`config.mk`:
```
export PLATFORM = sky130hd
export DESIGN_NAME = word_sub_add_seq
export DESIGN_NICKNAME = d
export VERILOG_FILES = /design/src/rtl/word_sub_add_seq.sv
export SDC_FILE = /design/constraint.sdc
export NUM_CORES = 1
export LEC_CHECK = 0
export CORE_AREA = 5 5 82 84
export DETAILED_ROUTE_END_ITERATION = 12
export DIE_AREA = 0 0 87 89
export DONT_BUFFER_PORTS = 1
export HOLD_SLACK_MARGIN = 0.02
export PLACE_DENSITY = 0.85
export REMOVE_ABC_BUFFERS = 1
export SLEW_MARGIN = 20
export SYNTH_ARGS = -nofsm -noshare
export SYNTH_HDL_FRONTEND = slang
export SYNTH_HIERARCHICAL = 1
export SYNTH_SLANG_ARGS = --single-unit
export TNS_END_PERCENT = 50
```
`constraint.sdc`:
```
create_clock -name CLK -period 5 [get_ports CLK]
set_input_delay 1.25 -clock CLK [delete_from_list [all_inputs] [get_ports CLK]]
set_output_delay 1.25 -clock CLK [all_outputs]
set_load 0.05 [all_outputs]
```
`src/rtl/word_sub_add_seq.sv`:
```
// Multi-byte add/subtract sequencer: streams wide operands LSB byte first through a
// single 8-bit subtract/add stage, chaining borrow/carry between bytes.

module eight_bit_sub_add (
  input  logic [7:0] A,
  input  logic [7:0] B,
  input  logic       B_CIN,
  input  logic       SUB_ADD,
  output logic [7:0] D_S,
  output logic       B_COUT
);

  logic c;

  // Ripple through the byte; the borrow chain differs from the carry chain only in ~a.
  always_comb begin
    c   = B_CIN;
    D_S = '0;
    for (int i = 0; i < 8; i++) begin
      D_S[i] = A[i] ^ B[i] ^ c;
      if (SUB_ADD)
        c = (~A[i] & B[i]) | (~A[i] & c) | (B[i] & c);
      else
        c = (A[i] & B[i]) | (A[i] & c) | (B[i] & c);
    end
    B_COUT = c;
  end

endmodule

module word_sub_add_seq #(
  parameter int N_BYTES = 2
) (
  input  logic                 CLK,
  input  logic                 RST,
  input  logic                 START,
  input  logic                 SUB_ADD,
  input  logic [8*N_BYTES-1:0] A,
  input  logic [8*N_BYTES-1:0] B,
  input  logic                 B_CIN,
  output logic                 BUSY,
  output logic                 DONE,
  output logic [8*N_BYTES-1:0] RESULT,
  output logic                 B_COUT,
  output logic                 ZERO,
  output logic                 NEG,
  output logic                 OVF
);

  localparam int W     = 8 * N_BYTES;
  localparam int IDX_W = (N_BYTES > 1) ? $clog2(N_BYTES) : 1;

  typedef enum logic [1:0] {S_IDLE, S_RUN, S_DONE} state_t;

  state_t             state_q, state_d;
  logic [IDX_W-1:0]   idx_q, idx_d;
  logic               chain_q, chain_d;
  logic [W-1:0]       a_q, b_q;
  logic               cin_q, op_q;
  logic [W-1:0]       part_q, part_d;
  logic               capture, finish, last_byte;

  logic [7:0]         st_a, st_b, st_ds;
  logic               st_cin, st_cout;

  logic [W-1:0]       result_q;
  logic               cout_q, zero_q, neg_q, ovf_q;
  logic               ovf_next;

  assign last_byte = (idx_q == IDX_W'(N_BYTES - 1));
  assign st_a      = a_q[{idx_q, 3'b000} +: 8];
  assign st_b      = b_q[{idx_q, 3'b000} +: 8];
  assign st_cin    = (idx_q == '0) ? cin_q : chain_q;

  eight_bit_sub_add u_stage (
    .A      (st_a),
    .B      (st_b),
    .B_CIN  (st_cin),
    .SUB_ADD(op_q),
    .D_S    (st_ds),
    .B_COUT (st_cout)
  );

  always_comb begin
    state_d = state_q;
    idx_d   = idx_q;
    chain_d = chain_q;
    capture = 1'b0;
    finish  = 1'b0;
    case (state_q)
      S_IDLE, S_DONE: begin
        if (START) begin
          state_d = S_RUN;
          idx_d   = '0;
          capture = 1'b1;
        end else begin
          state_d = S_IDLE;
        end
      end
      S_RUN: begin
        chain_d = st_cout;
        idx_d   = idx_q + 1'b1;
        if (last_byte) begin
          state_d = S_DONE;
          finish  = 1'b1;
        end
      end
      default: state_d = S_IDLE;
    endcase
  end

  // Partial result with the current byte merged in; on the last byte this is the full result.
  always_comb begin
    part_d = part_q;
    if (state_q == S_RUN)
      part_d[{idx_q, 3'b000} +: 8] = st_ds;
  end

  // Signed overflow from operand MSBs and the result MSB; subtract flips b's role.
  always_comb begin
    if (op_q)
      ovf_next = (a_q[W-1] != b_q[W-1]) && (part_d[W-1] != a_q[W-1]);
    else
      ovf_next = (a_q[W-1] == b_q[W-1]) && (part_d[W-1] != a_q[W-1]);
  end

  always_ff @(posedge CLK) begin
    if (RST) begin
      state_q <= S_IDLE;
      idx_q   <= '0;
      chain_q <= 1'b0;
    end else begin
      state_q <= state_d;
      idx_q   <= idx_d;
      chain_q <= chain_d;
    end
  end

  always_ff @(posedge CLK) begin
    if (capture) begin
      a_q   <= A;
      b_q   <= B;
      cin_q <= B_CIN;
      op_q  <= SUB_ADD;
    end
    if (state_q == S_RUN)
      part_q <= part_d;
  end

  always_ff @(posedge CLK) begin
    if (RST) begin
      result_q <= '0;
      cout_q   <= 1'b0;
      zero_q   <= 1'b0;
      neg_q    <= 1'b0;
      ovf_q    <= 1'b0;
    end else if (finish) begin
      result_q <= part_d;
      cout_q   <= st_cout;
      zero_q   <= (part_d == '0);
      neg_q    <= part_d[W-1];
      ovf_q    <= ovf_next;
    end
  end

  assign BUSY   = (state_q == S_RUN);
  assign DONE   = (state_q == S_DONE);
  assign RESULT = result_q;
  assign B_COUT = cout_q;
  assign ZERO   = zero_q;
  assign NEG    = neg_q;
  assign OVF    = ovf_q;

endmodule

```
### Word level (Yosys, flattened, before mapping)

Cells that the tools add are included.

| cells by class | value |
|---|---|
| shifts and indexed selects | 4 |
| reductions and logical operators | 7 |
| add/sub/neg operators | 2 |
| mux-type cells | 21 |
| equal/unequal tests | 7 |
| bitwise operators | 96 |

Operator list:

| cell | number |
|---|---|
| 1-bit bitwise AND | 40 |
| 1-bit OR | 32 |
| 16-bit by 5-bit indexed part select with 8-bit output | 2 |
| 16-bit bitwise mux | 1 |
| 16-bit logical NOT | 1 |
| 1-bit 2-to-1 mux | 16 |
| 16-bit 2-to-1 mux | 1 |
| 8-bit by 6-bit variable shift with 16-bit output, first input constant | 1 |
| 8-bit by 6-bit indexed part select with 16-bit output | 1 |
| 1-bit XOR | 16 |
| 1-bit inverter | 8 |
| 4-bit negation with 6-bit output | 1 |
| 2-bit case mux with 2 select lines | 1 |
| 2-bit by 1-bit == test with 1-bit output, second input constant | 1 |
| 2-bit == test, second input constant | 1 |
| 1-bit logical AND | 2 |
| 2-bit logical NOT | 1 |
| 2-bit 2-to-1 mux | 1 |
| 1-bit != test | 2 |
| 2-bit by 1-bit != test with 1-bit output, second input constant | 1 |
| 2-bit != test, second input constant | 1 |
| 1-bit case mux with 2 select lines | 1 |
| 2-bit AND reduction | 1 |
| 2-bit nonzero test | 1 |
| other kinds (3) | 3 |

| storage, ports and cells | value |
|---|---|
| output and inout bits | 22 |
| register bits after elaboration | 74 |
| word-level logic and storage cells | 150 |
| input bits | 37 |

### Logic depth before layout (Yosys ltp)

| logic depth | value |
|---|---|
| depth in word-level cells | 37 |
| depth in mapped cells | 15 |
| gate-level depth less buffers | 13 |

### Modules after synthesis

The synthesis kept the hierarchy.

Modules (own cells, without submodules):

| module | cells each | sequential area each (µm²) | times used | area each (µm²) |
|---|---|---|---|---|
| word_sub_add_seq | 203 | 1,901.8 | 1 | 2,743.9 |
| eight_bit_sub_add | 86 | 0.0 | 1 | 699.4 |

### Least setup slack after synthesis

OpenSTA, ideal clock, no wires.

| path | value |
|---|---|
| path kind | register to register |
| from | register idx_q |
| to | register zero_q, in the netlist ZERO |
| library setup time | 0.060 ns |
| slack | 1.543 ns |
| period minus slack after synthesis | 3.457 ns |
| cell stages (with the launch flop) | 14 |
| data required time | 4.940 ns |
| arrival | 3.398 ns |
| path buffers | 2 |
| cell sequence | dfxtp_1 -> buf_2 -> buf_2 -> mux2_2 -> ha_1 -> or3_1 -> a21oi_1 -> o32ai_2 -> a31oi_1 -> nor2_1 -> xnor2_1 -> or4_1 -> nor4_1 -> a41o_1 |

| between the ends | value |
|---|---|
| elaborated cells on any way between the ends | 104 |
| those cells by class | add/sub: 1; shift: 4; mux: 12; bitwise: 86; reduce/logical: 1 |

RTL lines:

| what | line | text |
|---|---|---|
| start, declared | 56 | `logic [IDX_W-1:0] idx_q, idx_d;` |
| start signal, assigned | 134 | `idx_q <= idx_d;` |
| 16-bit by 5-bit indexed part select with 8-bit output * | 71 | `assign st_a = a_q[{idx_q, 3'b000} +: 8];` |
| net st_a[1] | 63 | `logic [7:0] st_a, st_b, st_ds;` |
| 1-bit inverter | 22 | `c = (~A[i] & B[i]) \| (~A[i] & c) \| (B[i] & c);` |
| 1-bit bitwise AND | 22 |  |
| 1-bit OR (2 in series) | 22 |  |
| 1-bit 2-to-1 mux * | 21 | `if (SUB_ADD)` |
| 1-bit bitwise AND, on equally long branches | 24, 22 |  |
| 1-bit OR, on equally long branches (2 in series) | 24, 22 |  |
| [... 14 more ...] | n/a |  |
| 1-bit OR, on equally long branches (2 in series) | 24, 22 |  |
| 1-bit 2-to-1 mux * | 21 |  |
| 1-bit XOR * | 20 | `D_S[i] = A[i] ^ B[i] ^ c;` |
| net st_ds[7] | 63 |  |
| 8-bit by 6-bit indexed part select with 16-bit output * | 116 | `part_d[{idx_q, 3'b000} +: 8] = st_ds;` |
| 16-bit bitwise mux * | 116 |  |
| 16-bit 2-to-1 mux * | 115 | `if (state_q == S_RUN)` |
| 16-bit logical NOT * | 160 | `zero_q <= (part_d == '0);` |
| end signal, assigned | 160 |  |
| end, declared | 67 | `logic cout_q, zero_q, neg_q, ovf_q;` |

The timed path passes the listed nets; every way through them passes the cells marked *.
A chain may end at the register's enable or synchronous reset.

### Final worst setup path

| path | value |
|---|---|
| from | register idx_q |
| to | register zero_q, in the netlist ZERO |

| between the ends | value |
|---|---|
| elaborated cells on any way between the ends | 104 |
| those cells by class | add/sub: 1; shift: 4; mux: 12; bitwise: 86; reduce/logical: 1 |

RTL lines:

| what | line |
|---|---|
| 16-bit by 5-bit indexed part select with 8-bit output * | 71 |
| net st_a[5] | 63 |
| 1-bit inverter | 22 |
| 1-bit bitwise AND | 22 |
| 1-bit OR (2 in series) | 22 |
| 1-bit 2-to-1 mux * | 21 |
| 1-bit bitwise AND, on equally long branches | 24, 22 |
| 1-bit OR, on equally long branches (2 in series) | 24, 22 |
| 1-bit 2-to-1 mux * | 21 |
| 1-bit XOR * | 20 |
| net st_ds[7] | 63 |
| 8-bit by 6-bit indexed part select with 16-bit output * | 116 |
| 16-bit bitwise mux * | 116 |
| 16-bit 2-to-1 mux * | 115 |
| 16-bit logical NOT * | 160 |

Marks and branches as above.

==> flow_metrics.env <==
export IMPL_p_sw_mw=0.4047
export IMPL_grt_max_degree=37
export IMPL_drt_total_wl_um=6058
export IMPL_cts_tree="built"
export IMPL_worstMarginPinSlew_ps=971.7
export IMPL_drt_pass1_iter_count=4
export IMPL_final_cells=371
export IMPL_synth_ff_type="edfxtp_1"
export IMPL_root_buffer="clkbuf_8"
export IMPL_clkTransAtPathRegs_ps=80
export IMPL_drive_gt1_share_pct=19.26
export IMPL_avgRoutedWirePerCell_um=16.33
export IMPL_nets=344
export IMPL_overflow=0
export IMPL_fin_worst_skew_ps=9.902
export IMPL_antenna_found_initial=0
export IMPL_syn_inst=289
export IMPL_intPower_mw=1.071
export IMPL_cts_hold_buf=0
export IMPL_multi_input_area_sq_um=1419
export IMPL_critPathRequiredTime_ps=5300
export IMPL_whs_ps=499.7
export IMPL_port_buffers=0
export IMPL_dp_hpwl_um=4307
export IMPL_ant_nets=0
export IMPL_path_class="reg -> reg"
export IMPL_setup_viol=0
export IMPL_powerDensity_nw_per_um2=396.4
export IMPL_async_flop_share_pct=0
export IMPL_slew_viol_final=0
export IMPL_area_delta_synth_final_pct=8.103
export IMPL_grt_pass1_wl_um=10080
export IMPL_fin_crit_ps=3906
export IMPL_total_leakage_power_nw=1.394
export IMPL_synth_yosys_warnings=6
export IMPL_cp_start_kind="flip-flop"
export IMPL_die_w_um=87
export IMPL_place_congestion=0.8639
export IMPL_cap_violations=0
export IMPL_seqPwrFrac_pct=48.1
export IMPL_die_height_um=89
export IMPL_ctsResizeCount=0
export IMPL_track_usage_pct=17.12
export IMPL_swShare_pct=27.42
export IMPL_htreeDepth=3
export IMPL_clock_path_buffers=2
export IMPL_clock_fmax_ghz=0.2560
export IMPL_synth_edf_count=48
export IMPL_vias=2129
export IMPL_antennaDiodeCount=0
export IMPL_start_util_pct=58.85
export IMPL_crit_arrival_ps=4200
export IMPL_power_total_mw=1.476
export IMPL_grt_pass1_vias=2135
export IMPL_die_area_sq_um=7743
export IMPL_numCtsBuffers=9
export IMPL_n_fill_cell=468
export IMPL_finalCritPeriodShare_pct=78.12
export IMPL_seq_area_frac_synth_pct=55.23
export IMPL_placedCellCount=355
export IMPL_ys_seq_elements=71
export IMPL_worstHoldPathType="reg -> reg"
export IMPL_syn_cell_area_sq_um=3443
export IMPL_power_share_combinational_pct=16.9
export IMPL_clkLatencyLatePin_ps=350
export IMPL_slew_headroom_pct=35.13
export IMPL_cp_end_kind="flip-flop"
export IMPL_peakVddDrop_uv=243.0
export IMPL_avgSynthCellArea_sq_um=11.91
export IMPL_first_iter_violations=190
export IMPL_drc=0
export IMPL_place_ws_ps=1117
export IMPL_hold_violations=0
export IMPL_via_per_inst=5.739
export IMPL_seqCellArea_sq_um=1902
export IMPL_setup_ws_ps=1094
export IMPL_clock_sinks=71
export IMPL_rows=28
export IMPL_cts_setup_buffers=0
export IMPL_rsz0062_at_grt="false"
export IMPL_outcome="finished clean"
export IMPL_critPathMaxFanout=13
export IMPL_yosysUniqueCellTypes=47
export IMPL_core_region_area_sq_um=5851
export IMPL_tns_ps=0
export IMPL_num_io_pins=59
export IMPL_pwr_share_clk_pct=35.0
==> registers in the layout, summed over array words and instances (netlist names), 2 cells and up <==
name	cells
part_q	14
a_q	16
state_q	2
b_q	16
RESULT	16
==> power groups by stage <==
stage | sequential [mW] | combinational, mW | clock, mW
3_3_place_gp | 0.723 | 0.239 | 0
6_report | 0.710 | 0.249 | 0.516
3_5_place_dp | 0.724 | 0.247 | 0
2_1_floorplan | 0.719 | 0.196 | 0
5_1_grt | 0.715 | 0.277 | 0.555
4_1_cts | 0.711 | 0.248 | 0.525
==> routing by layer <==
layer	up-vias	part of all wire [%]	global-route usage (%)
li1	1048	-	-
met1	1018	44	20.57
met2	54	48	28.30
met3	9	5.5	5.069
met4	0	1.9	8.215
met5	-	0	0
==> critical path, cell delays in order, from the launching register on <==
cell     delay [ps]
dfxtp_1         720
buf_4           290
mux2_2          380
ha_1            230
or4_1           530
o41ai_1         120
a21oi_1         110
a31oi_1         280
nor2_1          100
xnor2_1         180
or4_1           520
nor4_1          190
a41o_1          200
==> metrics by stage <==
step | area (sq um) | util (%)
after floorplan | 3371 | -
after global placement | 3490 | 59.65
after detailed placement | 3490 | 59.65
after CTS | 3722 | 63.62
after global routing | 3722 | 63.62
final | 3722 | 63.62
==> cell usage after synthesis (2+ instances only) <==
cell	count	area, sq um
edfxtp_1	48	1441
nand2_1	45	168.9
dfxtp_1	23	460.4
mux2_2	22	247.7
a21oi_1	21	105.1
ha_1	16	200.2
nor2_1	16	60.06
inv_1	13	48.80
mux2i_1	7	70.07
xnor2_1	6	52.55
nor4_1	5	31.28
buf_2	4	20.02
clkbuf_1	4	15.01
nand3b_1	4	30.03
a211oi_1	3	22.52
a31oi_1	3	18.77
nor3_1	3	15.01
or3_1	3	18.77
or4_1	3	22.52
xor2_1	3	26.28
and2_1	2	12.51
and2b_1	2	15.01
buf_4	2	15.01
buf_6	2	22.52
mux2_4	2	30.03
nand2b_1	2	12.51
nor2b_1	2	12.51
o21ai_0	2	10.01
o21bai_2	2	22.52
o41ai_2	2	32.53
==> layout by cell type, fill, tap and decap left out, types with 2 or more instances in the layout <==
| cell type | n |
|---|---|
| nor2_1 | 16 |
| xor2_1 | 3 |
| a21oi_1 | 21 |
| or3_1 | 3 |
| and2b_1 | 2 |
| a31oi_1 | 3 |
| o21ai_0 | 2 |
| and2_1 | 2 |
| nand2_1 | 45 |
| nor3_1 | 3 |
| or4_1 | 3 |
| nand3b_1 | 4 |
| o21bai_2 | 2 |
| o41ai_2 | 2 |
| dfxtp_1 | 23 |
| mux2_2 | 22 |
| nor4_1 | 5 |
| clkbuf_16 | 2 |
| buf_4 | 3 |
| nand2b_1 | 2 |
| xnor2_1 | 6 |
| mux2i_1 | 7 |
| a211oi_1 | 3 |
| edfxtp_1 | 48 |
| mux2_4 | 2 |
| ha_1 | 16 |
| clkbuf_8 | 9 |
| inv_1 | 13 |
==> layout make-up <==
class	instances	area share [%]
clock buffers	11	4.672
clock inverters	5	1.580
inverters	14	1.412
multi-input cells	192	38.12
flip-flops and latches	71	51.09
well taps	75	2.521
repair buffers	3	0.6050
==> path summary, 6_finish.rpt <==
check	from	endpoint	slack (ps)	cells past startpoint
min reg2reg	chain_q	chain_q	500	2
max reg2reg	idx_q	ZERO	1090	12
min	chain_q	chain_q	500	2
max	idx_q	ZERO	1090	12
==> logic make-up after synthesis <==
group                    after synthesis  share of synthesized area [%]
XOR/XNOR                               9                          2.289
AO/OA/AOI/OAI                         42                          8.975
adder cells (fa/ha/maj)               16                          5.814
buffers and inverters                 26                          3.633
multiplexers                          32                          10.43
flip-flops                            71                          55.23
AND/OR/NAND/NOR                       93                          13.63
Note: power is estimated with default switching activity, not from simulation.
